**src/rtl/ddr_rd_arb_pkg.sv**
```systemverilog
// Shared types and constants for the DDR burst-read arbiter.
package ddr_rd_arb_pkg;

  localparam int LEN_W      = 8;
  localparam int BEAT_CNT_W = 9;

  typedef enum logic [1:0] {
    ST_IDLE  = 2'd0,
    ST_ISSUE = 2'd1,
    ST_BUSY  = 2'd2
  } arb_state_e;

  // Width helper: bits needed to hold values 0..value-1, never below 1.
  function automatic int clog2(input int value);
    int res;
    res = 1;
    for (int i = 1; i < 31; i++) begin
      if ((1 << i) < value) res = i + 1;
    end
    return res;
  endfunction

endpackage

```
**src/rtl/ddr_rd_arbiter_rr_pick.sv**
```systemverilog
// Combinational round-robin picker: first requester after the pointer wins.
module rr_pick
  import ddr_rd_arb_pkg::*;
#(
  parameter int NUM_REQ = 2,
  parameter int IDX_W   = 1
) (
  input  logic [NUM_REQ-1:0] req_i,
  input  logic [IDX_W-1:0]   ptr_i,
  output logic [NUM_REQ-1:0] gnt_o,
  output logic [IDX_W-1:0]   idx_o,
  output logic               any_o
);

  logic [IDX_W-1:0] cand;
  logic             found;

  always_comb begin
    gnt_o = '0;
    idx_o = '0;
    cand  = '0;
    found = 1'b0;
    // Scan ptr+1, ptr+2, ... so the last winner has the lowest priority.
    for (int i = 1; i <= NUM_REQ; i++) begin
      cand = IDX_W'((int'(ptr_i) + i) % NUM_REQ);
      if (!found && req_i[cand]) begin
        found       = 1'b1;
        gnt_o[cand] = 1'b1;
        idx_o       = cand;
      end
    end
  end

  assign any_o = |req_i;

endmodule

```
**src/rtl/ddr_rd_arbiter.sv**
```systemverilog
// Round-robin arbiter sharing one DDR burst-read port among NUM_REQ clients.
module ddr_rd_arbiter
  import ddr_rd_arb_pkg::*;
#(
  parameter int ADDR_WIDTH    = 30,
  parameter int MEM_DATA_BITS = 256,
  parameter int NUM_REQ       = 2,
  parameter int TIMEOUT_CYC   = 4096
) (
  input  logic                          ddr_clk_i,
  input  logic                          ddr_rst_i,
  input  logic [NUM_REQ-1:0]            cli_req_i,
  input  logic [NUM_REQ*LEN_W-1:0]      cli_len_i,
  input  logic [NUM_REQ*ADDR_WIDTH-1:0] cli_addr_i,
  output logic [NUM_REQ-1:0]            cli_data_valid_o,
  output logic [MEM_DATA_BITS-1:0]      cli_data_o,
  output logic [NUM_REQ-1:0]            cli_finish_o,
  output logic                          rd_ddr_req_o,
  output logic [LEN_W-1:0]              rd_ddr_len_o,
  output logic [ADDR_WIDTH-1:0]         rd_ddr_addr_o,
  input  logic                          rd_ddr_data_valid_i,
  input  logic [MEM_DATA_BITS-1:0]      rd_ddr_data_i,
  input  logic                          rd_ddr_finish_i,
  output logic [NUM_REQ-1:0]            grant_o,
  output logic                          len_err_o,
  output logic                          timeout_o
);

  localparam int                    IDX_W    = clog2(NUM_REQ);
  localparam int                    WD_W     = clog2(TIMEOUT_CYC + 1);
  localparam logic [WD_W-1:0]       WD_MAX   = WD_W'(TIMEOUT_CYC);
  localparam logic [BEAT_CNT_W-1:0] BEAT_MAX = '1;
  localparam logic [IDX_W-1:0]      PTR_RST  = IDX_W'(NUM_REQ - 1);

  arb_state_e                state_q, state_d;
  logic [IDX_W-1:0]          ptr_q, ptr_d;
  logic [NUM_REQ-1:0]        grant_q, grant_d;
  logic [LEN_W-1:0]          len_q, len_d;
  logic [ADDR_WIDTH-1:0]     addr_q, addr_d;
  logic                      req_q, req_d;
  logic [BEAT_CNT_W-1:0]     beat_q, beat_d;
  logic [WD_W-1:0]           wd_q, wd_d;
  logic                      timeout_q, timeout_d;
  logic                      len_err_q, len_err_d;

  logic [NUM_REQ-1:0]        pick_onehot;
  logic [IDX_W-1:0]          pick_idx;
  logic                      pick_any;
  logic                      in_busy;
  logic                      beat_ok;
  logic                      fin_ok;

  rr_pick #(
    .NUM_REQ (NUM_REQ),
    .IDX_W   (IDX_W)
  ) u_rr_pick (
    .req_i (cli_req_i),
    .ptr_i (ptr_q),
    .gnt_o (pick_onehot),
    .idx_o (pick_idx),
    .any_o (pick_any)
  );

  always_ff @(posedge ddr_clk_i) begin
    if (ddr_rst_i) state_q <= ST_IDLE;
    else           state_q <= state_d;
  end

  always_comb begin
    state_d = state_q;
    unique case (state_q)
      ST_IDLE:  if (pick_any) state_d = ST_ISSUE;
      ST_ISSUE: state_d = ST_BUSY;
      ST_BUSY:  if (rd_ddr_finish_i) state_d = ST_IDLE;
      default:  state_d = ST_IDLE;
    endcase
  end

  // Return path is steered by the registered grant; traffic outside BUSY is dropped.
  always_comb begin
    in_busy          = (state_q == ST_BUSY);
    beat_ok          = rd_ddr_data_valid_i & in_busy;
    fin_ok           = rd_ddr_finish_i & in_busy;
    cli_data_valid_o = grant_q & {NUM_REQ{beat_ok}};
    cli_finish_o     = grant_q & {NUM_REQ{fin_ok}};
    cli_data_o       = rd_ddr_data_i;
  end

  always_comb begin
    ptr_d     = ptr_q;
    grant_d   = grant_q;
    len_d     = len_q;
    addr_d    = addr_q;
    req_d     = req_q;
    beat_d    = beat_q;
    wd_d      = wd_q;
    timeout_d = timeout_q;
    len_err_d = 1'b0;
    unique case (state_q)
      ST_IDLE: begin
        if (pick_any) begin
          grant_d = pick_onehot;
          ptr_d   = pick_idx;
          for (int k = 0; k < NUM_REQ; k++) begin
            if (pick_onehot[k]) begin
              len_d  = cli_len_i[k*LEN_W +: LEN_W];
              addr_d = cli_addr_i[k*ADDR_WIDTH +: ADDR_WIDTH];
            end
          end
        end
      end
      ST_ISSUE: begin
        req_d  = 1'b1;
        beat_d = '0;
        wd_d   = '0;
      end
      ST_BUSY: begin
        if (beat_ok && (beat_q != BEAT_MAX)) beat_d = beat_q + 1'b1;
        if (wd_q != WD_MAX) wd_d = wd_q + 1'b1;
        if (wd_d == WD_MAX) timeout_d = 1'b1;
        // beat_d already includes a beat that lands together with finish.
        if (fin_ok) begin
          req_d     = 1'b0;
          grant_d   = '0;
          len_err_d = (beat_d != BEAT_CNT_W'(len_q));
        end
      end
      default: ;
    endcase
  end

  always_ff @(posedge ddr_clk_i) begin
    if (ddr_rst_i) begin
      ptr_q     <= PTR_RST;
      grant_q   <= '0;
      len_q     <= '0;
      addr_q    <= '0;
      req_q     <= 1'b0;
      beat_q    <= '0;
      wd_q      <= '0;
      timeout_q <= 1'b0;
      len_err_q <= 1'b0;
    end else begin
      ptr_q     <= ptr_d;
      grant_q   <= grant_d;
      len_q     <= len_d;
      addr_q    <= addr_d;
      req_q     <= req_d;
      beat_q    <= beat_d;
      wd_q      <= wd_d;
      timeout_q <= timeout_d;
      len_err_q <= len_err_d;
    end
  end

  assign rd_ddr_req_o  = req_q;
  assign rd_ddr_len_o  = len_q;
  assign rd_ddr_addr_o = addr_q;
  assign grant_o       = grant_q;
  assign len_err_o     = len_err_q;
  assign timeout_o     = timeout_q;

endmodule

```
**config.mk**
```make
export PLATFORM = sky130hd
export DESIGN_NAME = ddr_rd_arbiter
export DESIGN_NICKNAME = d
export VERILOG_FILES = /design/src/rtl/ddr_rd_arb_pkg.sv /design/src/rtl/ddr_rd_arbiter_rr_pick.sv /design/src/rtl/ddr_rd_arbiter.sv
export SDC_FILE = /design/constraint.sdc
export NUM_CORES = 1
export LEC_CHECK = 0
export CAP_MARGIN = 20
export CORE_AREA = 2 2 251 253
export DETAILED_ROUTE_END_ITERATION = 12
export DIE_AREA = 0 0 253 255
export PLACE_DENSITY_LB_ADDON = 0.25
export SLEW_MARGIN = 20
export SYNTH_ARGS = -nofsm -noshare
export SYNTH_HDL_FRONTEND = slang
export SYNTH_SLANG_ARGS = --single-unit
```
**constraint.sdc**
```tcl
create_clock -name ddr_clk_i -period 2.9 [get_ports ddr_clk_i]
set_clock_uncertainty 0.2 [all_clocks]
set_input_delay 0.58 -clock ddr_clk_i [delete_from_list [all_inputs] [get_ports ddr_clk_i]]
set_output_delay 0.58 -clock ddr_clk_i [all_outputs]
set_load 0.01 [all_outputs]
```
==> key figures, run 1 <==
Run status
  – Status: finished clean

Die
  – Row count: 92
  – IO Count: 641
  – Die Y: 255 µm
  – Die width: 253 µm
  – Die Footprint: 64500 µm²
  – Initial Util: 9.01%
  – Core ar.: 62200 µm²

Layout
  – Final non-filler cell total: 1368
  – Register Area: 1360 µm²
  – Filler Cells Inserted: 7239
  – Final Net Count: 909
  – Area of the multi-input gates: 2120 µm²
  – Area delta synth->final: 11.5%
  – Share of cells above drive strength 1: 7.56%
  – # diodes: 0

Critical path
  – Length in cells of the worst reg-to-reg path: 10
  – Nature of the critical path endpoint: output pin
  – Crit Path Class: input pin to output pin
  – Crit Path Max Fanout: 5
  – Worst path arrival time: 2.04 ns
  – Worst setup SP type: input pin
  – Critical Path RT: 2.12 ns

Clocking
  – H-tree Lvls: 3
  – CTS Hold Bufs: 0
  – Root buf cell: clkbuf_16
  – CTS clk-pin slew, worst paths: 0.07 ns
  – Clock latency on the worst-skew pair: 0.36 ns
  – Cts repair resizes: 0
  – Post-CTS Setup Inserts: 0
  – Total CTS buffers: 9
  – CTS sink cnt: 68
  – CTS tree: done
  – Bufs on Longest Clock Path: 2

Route
  – DRT iter0 DRCs: 262
  – Drt first pass iters: 4
  – Via-per-instance ratio: 2.89
  – DRC viols: 0
  – Routed Antenna Nets: 0
  – DR vias: 3954
  – DRT Wirelength: 18.1 mm
  – Drt wl/cell: 13.2 µm

Logic synthesis
  – Area of the mapped netlist: 5600 µm²
  – Synth top area share: 35.3%
  – Synth top area cells: buf_4, dfxtp_1, mux2i_1
  – Post-Syn Nets: 1047
  – Cell with the most instances after synthesis: buf_4
  – Area leader, netlist: buf_4
  – Synth unique cells: 53
  – Most used DFF post-synth: dfxtp_1
  – Synthesized flop and latch total: 68
  – Average cell area after synthesis: 7.97 µm²
  – Post-synth EDFFs: 0
  – Register area share after synthesis: 24.3%
  – Synth top cells by count: buf_4, nor2_1, dfxtp_1, a211oi_1, mux2i_1
  – Ys async rst share: 0%
  – Synth Warn #: 0
  – Gate Count Post-Synth: 702

Worst hold path
  – Worst hold stages: 2
  – Min-delay worst type: register to register

Placed design
  – Buffers on Ports: 128
  – Placed wire-length estimate: 14.2 mm
  – GPL Wtd Cong: 0.728
  – Placed Cells: 1352

Timing
  – Headroom to the max-slew limit: 70.6%
  – Final slew viol count: 0
  – F_max: 0.355 GHz
  – Fin crit share: 97.2%
  – Final-report setup violation count: 0
  – Worst-Margin Slew: 0.437 ns
  – Post-layout min period: 2.82 ns
  – Final hold vios: 0
  – RSZ-0062 raised after global routing: false
  – Setup TNS: 0 ns

Pwr
  – Power Density: 492 nW/µm²
  – Leak Pwr: 0.00200 µW
  – Worst VDD drop: 261 µV

Run
  – Max Cap Violations: 0

Global route
  – Largest net degree at the start of global routing: 63
  – Grt ovf: 0
  – GRT Total Usage: 5.45%
  – Number of global-route vias before repair: 4020
  – Antenna violations before repair: 0
  – First-pass GRT wire length: 25.7 mm
## sequential cells by signal (all words and copies together), names as in the netlist
signal         flops
rd_ddr_addr_o     30
wd_q              13
beat_q             9
rd_ddr_len_o       8
grant_o            2
state_q            2
len_err_o          1
ptr_q              1
rd_ddr_req_o       1
timeout_o          1
## power breakdown
part	total, µW	switching (µW)	internal (µW)	leakage, µW
clock	1190	508	681	0.000149
sequential	1090	68.9	1030	0.000559
combinational	785	373	412	0.00130
## final cells by class
cell class              instances  share of cell area (%)
clock buffers                   9                    3.61
flip-flops and latches         68                    21.8
repair buffers                144                    22.8
inverters                       8                   0.481
multi-input cells             333                    34.0
clock inverters                 7                    1.34
well taps                     799                    16.0
## worst max-delay path, stage by stage
cell,delay (ns)
clkdlybuf4s50_1,0.71
and3_1,0.21
clkdlybuf4s50_1,0.53
## layout by cell type, fill, tap and decap left out, types with 7 or more instances in the layout
cell type        netlist  layout
clkdlybuf4s50_1        0     127
nor2_1                85      85
dfxtp_1               68      68
mux2i_1               38      38
a211oi_1              38      38
a21oi_1               22      22
nand2_1               21      21
o21ai_0               16      16
nor3_1                16      16
buf_4                263      14
xnor2_1                9       9
clkbuf_16              0       9
nand3_1                8       8
inv_1                  8       8
nand4_1                7       7
## through the flow
stage                     hold WS [ns]  worst slack [ns]  power (µW)  area (µm²)  utilization (%)
after global placement           0.267            0.0636        1920        5930             9.54
final                            0.279            0.0823        3070        6240             10.0
after detailed placement         0.272            0.0781        1920        5930             9.54
after global routing             0.307            0.0536        3270        6240             10.0
after CTS                        0.291            0.0400        3170        6240             10.0
after floorplan                  0.269             0.642        1840        5600                -
## kinds of logic after synthesis
| group | Yosys count | synth area share (%) |
|---|---|---|
| buf+inv | 301 | 38.2 |
| simple gates | 170 | 14.4 |
| compound gates | 105 | 12.7 |
| flops | 68 | 24.3 |
| mux | 38 | 6.79 |
| xor+xnor | 13 | 2.03 |
| fa+ha+maj | 7 | 1.56 |
## routing by layer
metal / global-route usage, % / vias up / wire, µm / part of all wire (%)
met5: 0.602 / - / 34 / 0.19
li1: - / 1850 / - / -
met4: 5.27 / 2 / 1440 / 7.9
met1: 5.38 / 1701 / 6600 / 36
met3: 3.39 / 122 / 2610 / 14
met2: 7.72 / 279 / 7430 / 41
## path summary, 6_finish.rpt
path,start,endpoint,slack [ns]
setup / recovery,rd_ddr_data_valid_i,cli_data_valid_o[0],0.08
hold / removal,timeout_o,timeout_o,0.28
setup reg to reg,beat_q[0],len_err_o,0.58
hold reg to reg,timeout_o,timeout_o,0.28
Power figures use the tool's default switching activity.
==> run 2, diff against run 1 <==
==> constraint.sdc (replaced) <==
create_clock -name ddr_clk_i -period 3.2 [get_ports ddr_clk_i]
set_clock_uncertainty 0.2 [all_clocks]
set_input_delay 0.64 -clock ddr_clk_i [delete_from_list [all_inputs] [get_ports ddr_clk_i]]
set_output_delay 0.64 -clock ddr_clk_i [all_outputs]
set_load 0.01 [all_outputs]
==> key figures, run 2 (same netlist as run 1, synthesis figures left out) <==
Layout
  – Commonest non-fill, non-tap cell in the layout: clkdlybuf4s50_1 (unchanged)
  – Max reg flops: 30 (unchanged)
  – Final Net Count: 902 (was 909)
  – Most frequent cells in the layout: clkdlybuf4s50_1, nor2_1, dfxtp_1 (unchanged)
  – Share of cells above drive strength 1: 6.23% (was 7.56%)
  – Area delta synth->final: 10.4% (was 11.5%)
  – # diodes: 0 (unchanged)
  – Post-Layout Inst Area: 6180 µm² (was 6240 µm²)

Pwr
  – Power Density: 450 nW/µm² (was 492 nW/µm²)
  – Share of power burned in registers: 35.6% (was 35.7%)
  – Comb power frac: 25.2% (was 25.6%)
  – Pint: 1910 µW (was 2120 µW)
  – Clock Power Share: 39.1% (was 38.7%)
  – Worst VDD drop: 251 µV (was 261 µV)
  – Net switching share of the total power: 31.4% (was 30.9%)
  – Leak Pwr: 0.00196 µW (was 0.00200 µW)
  – P_sw: 873 µW (was 950 µW)

Timing
  – Hold slack: 0.298 ns (was 0.279 ns)
  – Worst-Margin Slew: 0.697 ns (was 0.437 ns)
  – Final slew viol count: 0 (unchanged)
  – Setup TNS: 0 ns (unchanged)
  – Final worst setup slack: 0.180 ns (was 0.0823 ns)
  – Fin crit share: 94.4%
  – Headroom to the max-slew limit: 53.5% (was 70.6%)
  – Final hold vios: 0 (unchanged)
  – Post-layout min period: 3.02 ns
  – RSZ-0062 raised after global routing: false (unchanged)
  – Final-report setup violation count: 0 (unchanged)
  – F_max: 0.331 GHz

Critical path
  – Nature of the critical path endpoint: output pin (unchanged)
  – Critical Path RT: 2.36 ns (was 2.12 ns)
  – Crit Path Max Fanout: 18 (was 5)
  – Worst setup SP type: register (was input pin)
  – Length in cells of the worst reg-to-reg path: 7 (was 10)
  – Crit Path Class: register to output pin (was input pin to output pin)
  – Worst path arrival time: 2.18 ns (was 2.04 ns)

Clocking
  – Total CTS buffers: 9 (unchanged)
  – Cts repair resizes: 0 (unchanged)
  – Bufs on Longest Clock Path: 2 (unchanged)
  – H-tree Lvls: 3 (unchanged)
  – CTS sink cnt: 68 (unchanged)
  – Post-CTS Setup Inserts: 0 (unchanged)
  – Clock latency on the worst-skew pair: 0.37 ns (was 0.36 ns)
  – CTS clk-pin slew, worst paths: 0.07 ns (about the same)
  – CTS Hold Bufs: 0 (unchanged)
  – Root buf cell: clkbuf_16 (unchanged)
  – CTS tree: done (unchanged)

Run
  – Max Cap Violations: 0 (unchanged)

Placed design
  – GPL Wtd Cong: 0.739 (was 0.728)
  – Buffers on Ports: 128 (unchanged)
  – Placed inst area: 5880 µm² (was 5930 µm²)
  – Setup slack at placement: 0.290 ns (was 0.0781 ns)
  – Placed wire-length estimate: 14.0 mm (was 14.2 mm)

Route
  – DRT Wirelength: 18.2 mm (was 18.1 mm)
  – DRT iter0 DRCs: 204 (was 262)
  – Drt wl/cell: 13.4 µm (was 13.2 µm)
  – Drt first pass iters: 4 (unchanged)
  – Via-per-instance ratio: 2.92 (was 2.89)
  – DR vias: 3971 (was 3954)
  – DRC viols: 0 (unchanged)
  – Routed Antenna Nets: 0 (unchanged)

Die
  – IO Count: 641 (unchanged)
  – Core ar.: 62200 µm² (unchanged)
  – Die width: 253 µm (unchanged)
  – Die Footprint: 64500 µm² (unchanged)
  – Initial Util: 9.01% (unchanged)
  – Die Y: 255 µm (unchanged)
  – Row count: 92 (unchanged)

Global route
  – GRT Total Usage: 5.44% (was 5.45%)
  – Largest net degree at the start of global routing: 77 (was 63)
  – Antenna violations before repair: 1 (was 0)
  – Grt ovf: 0 (unchanged)
  – First-pass GRT wire length: 25.8 mm (was 25.7 mm)
  – Number of global-route vias before repair: 3968 (was 4020)

Worst hold path
  – Worst hold stages: 2 (unchanged)
  – Min-delay worst type: register to register (unchanged)

Run status
  – Status: finished clean (unchanged)
run 2: through the flow:
stage	utilization, %	total power [µW]	std cells
finish	9.95	2780	1361
global route	9.95	2940	1361
CTS	9.95	2860	1361
detailed placement	9.45	1730	1345
global placement	9.45	1730	1345
floorplan	-	1670	702
run 2: worst paths after layout:
check,start,endpoint,slack (ns)
worst max-delay path,state_q[0],cli_data_valid_o[1],0.18
worst min-delay path,rd_ddr_addr_o[1],rd_ddr_addr_o[1],0.30
worst min register to register,rd_ddr_addr_o[1],rd_ddr_addr_o[1],0.30
worst max register to register,state_q[0],beat_q[0],0.69
run 2: final cells by class:
type,instances,area [µm²]
repair buffers,137,1370
well taps,799,1000
clock buffers,9,225
multi-input cells,333,2120
fillers,7282,56000
flip-flops and latches,68,1360
clock inverters,7,80.1
inverters,8,30.0
run 2: power by group through the flow:
stage	clock network [µW]	logic [µW]	registers, µW
4_1_cts	1150	721	995
3_3_place_gp	0	724	1010
5_1_grt	1160	778	1000
6_report	1090	702	991
3_5_place_dp	0	719	1010
2_1_floorplan	0	638	1030
run 2: worst max-delay path: stages (launching register included):
cell	delay, ns
dfxtp_1	0.32
inv_1	0.08
ha_1	0.61
and3_1	0.26
clkdlybuf4s50_1	0.53
run 2: routing by layer:
metal | global-route usage [%] | wire [µm]
met1 | 5.37 | 6520
met2 | 7.57 | 7370
met3 | 3.65 | 2810
met4 | 5.11 | 1470
met5 | 0.602 | 34
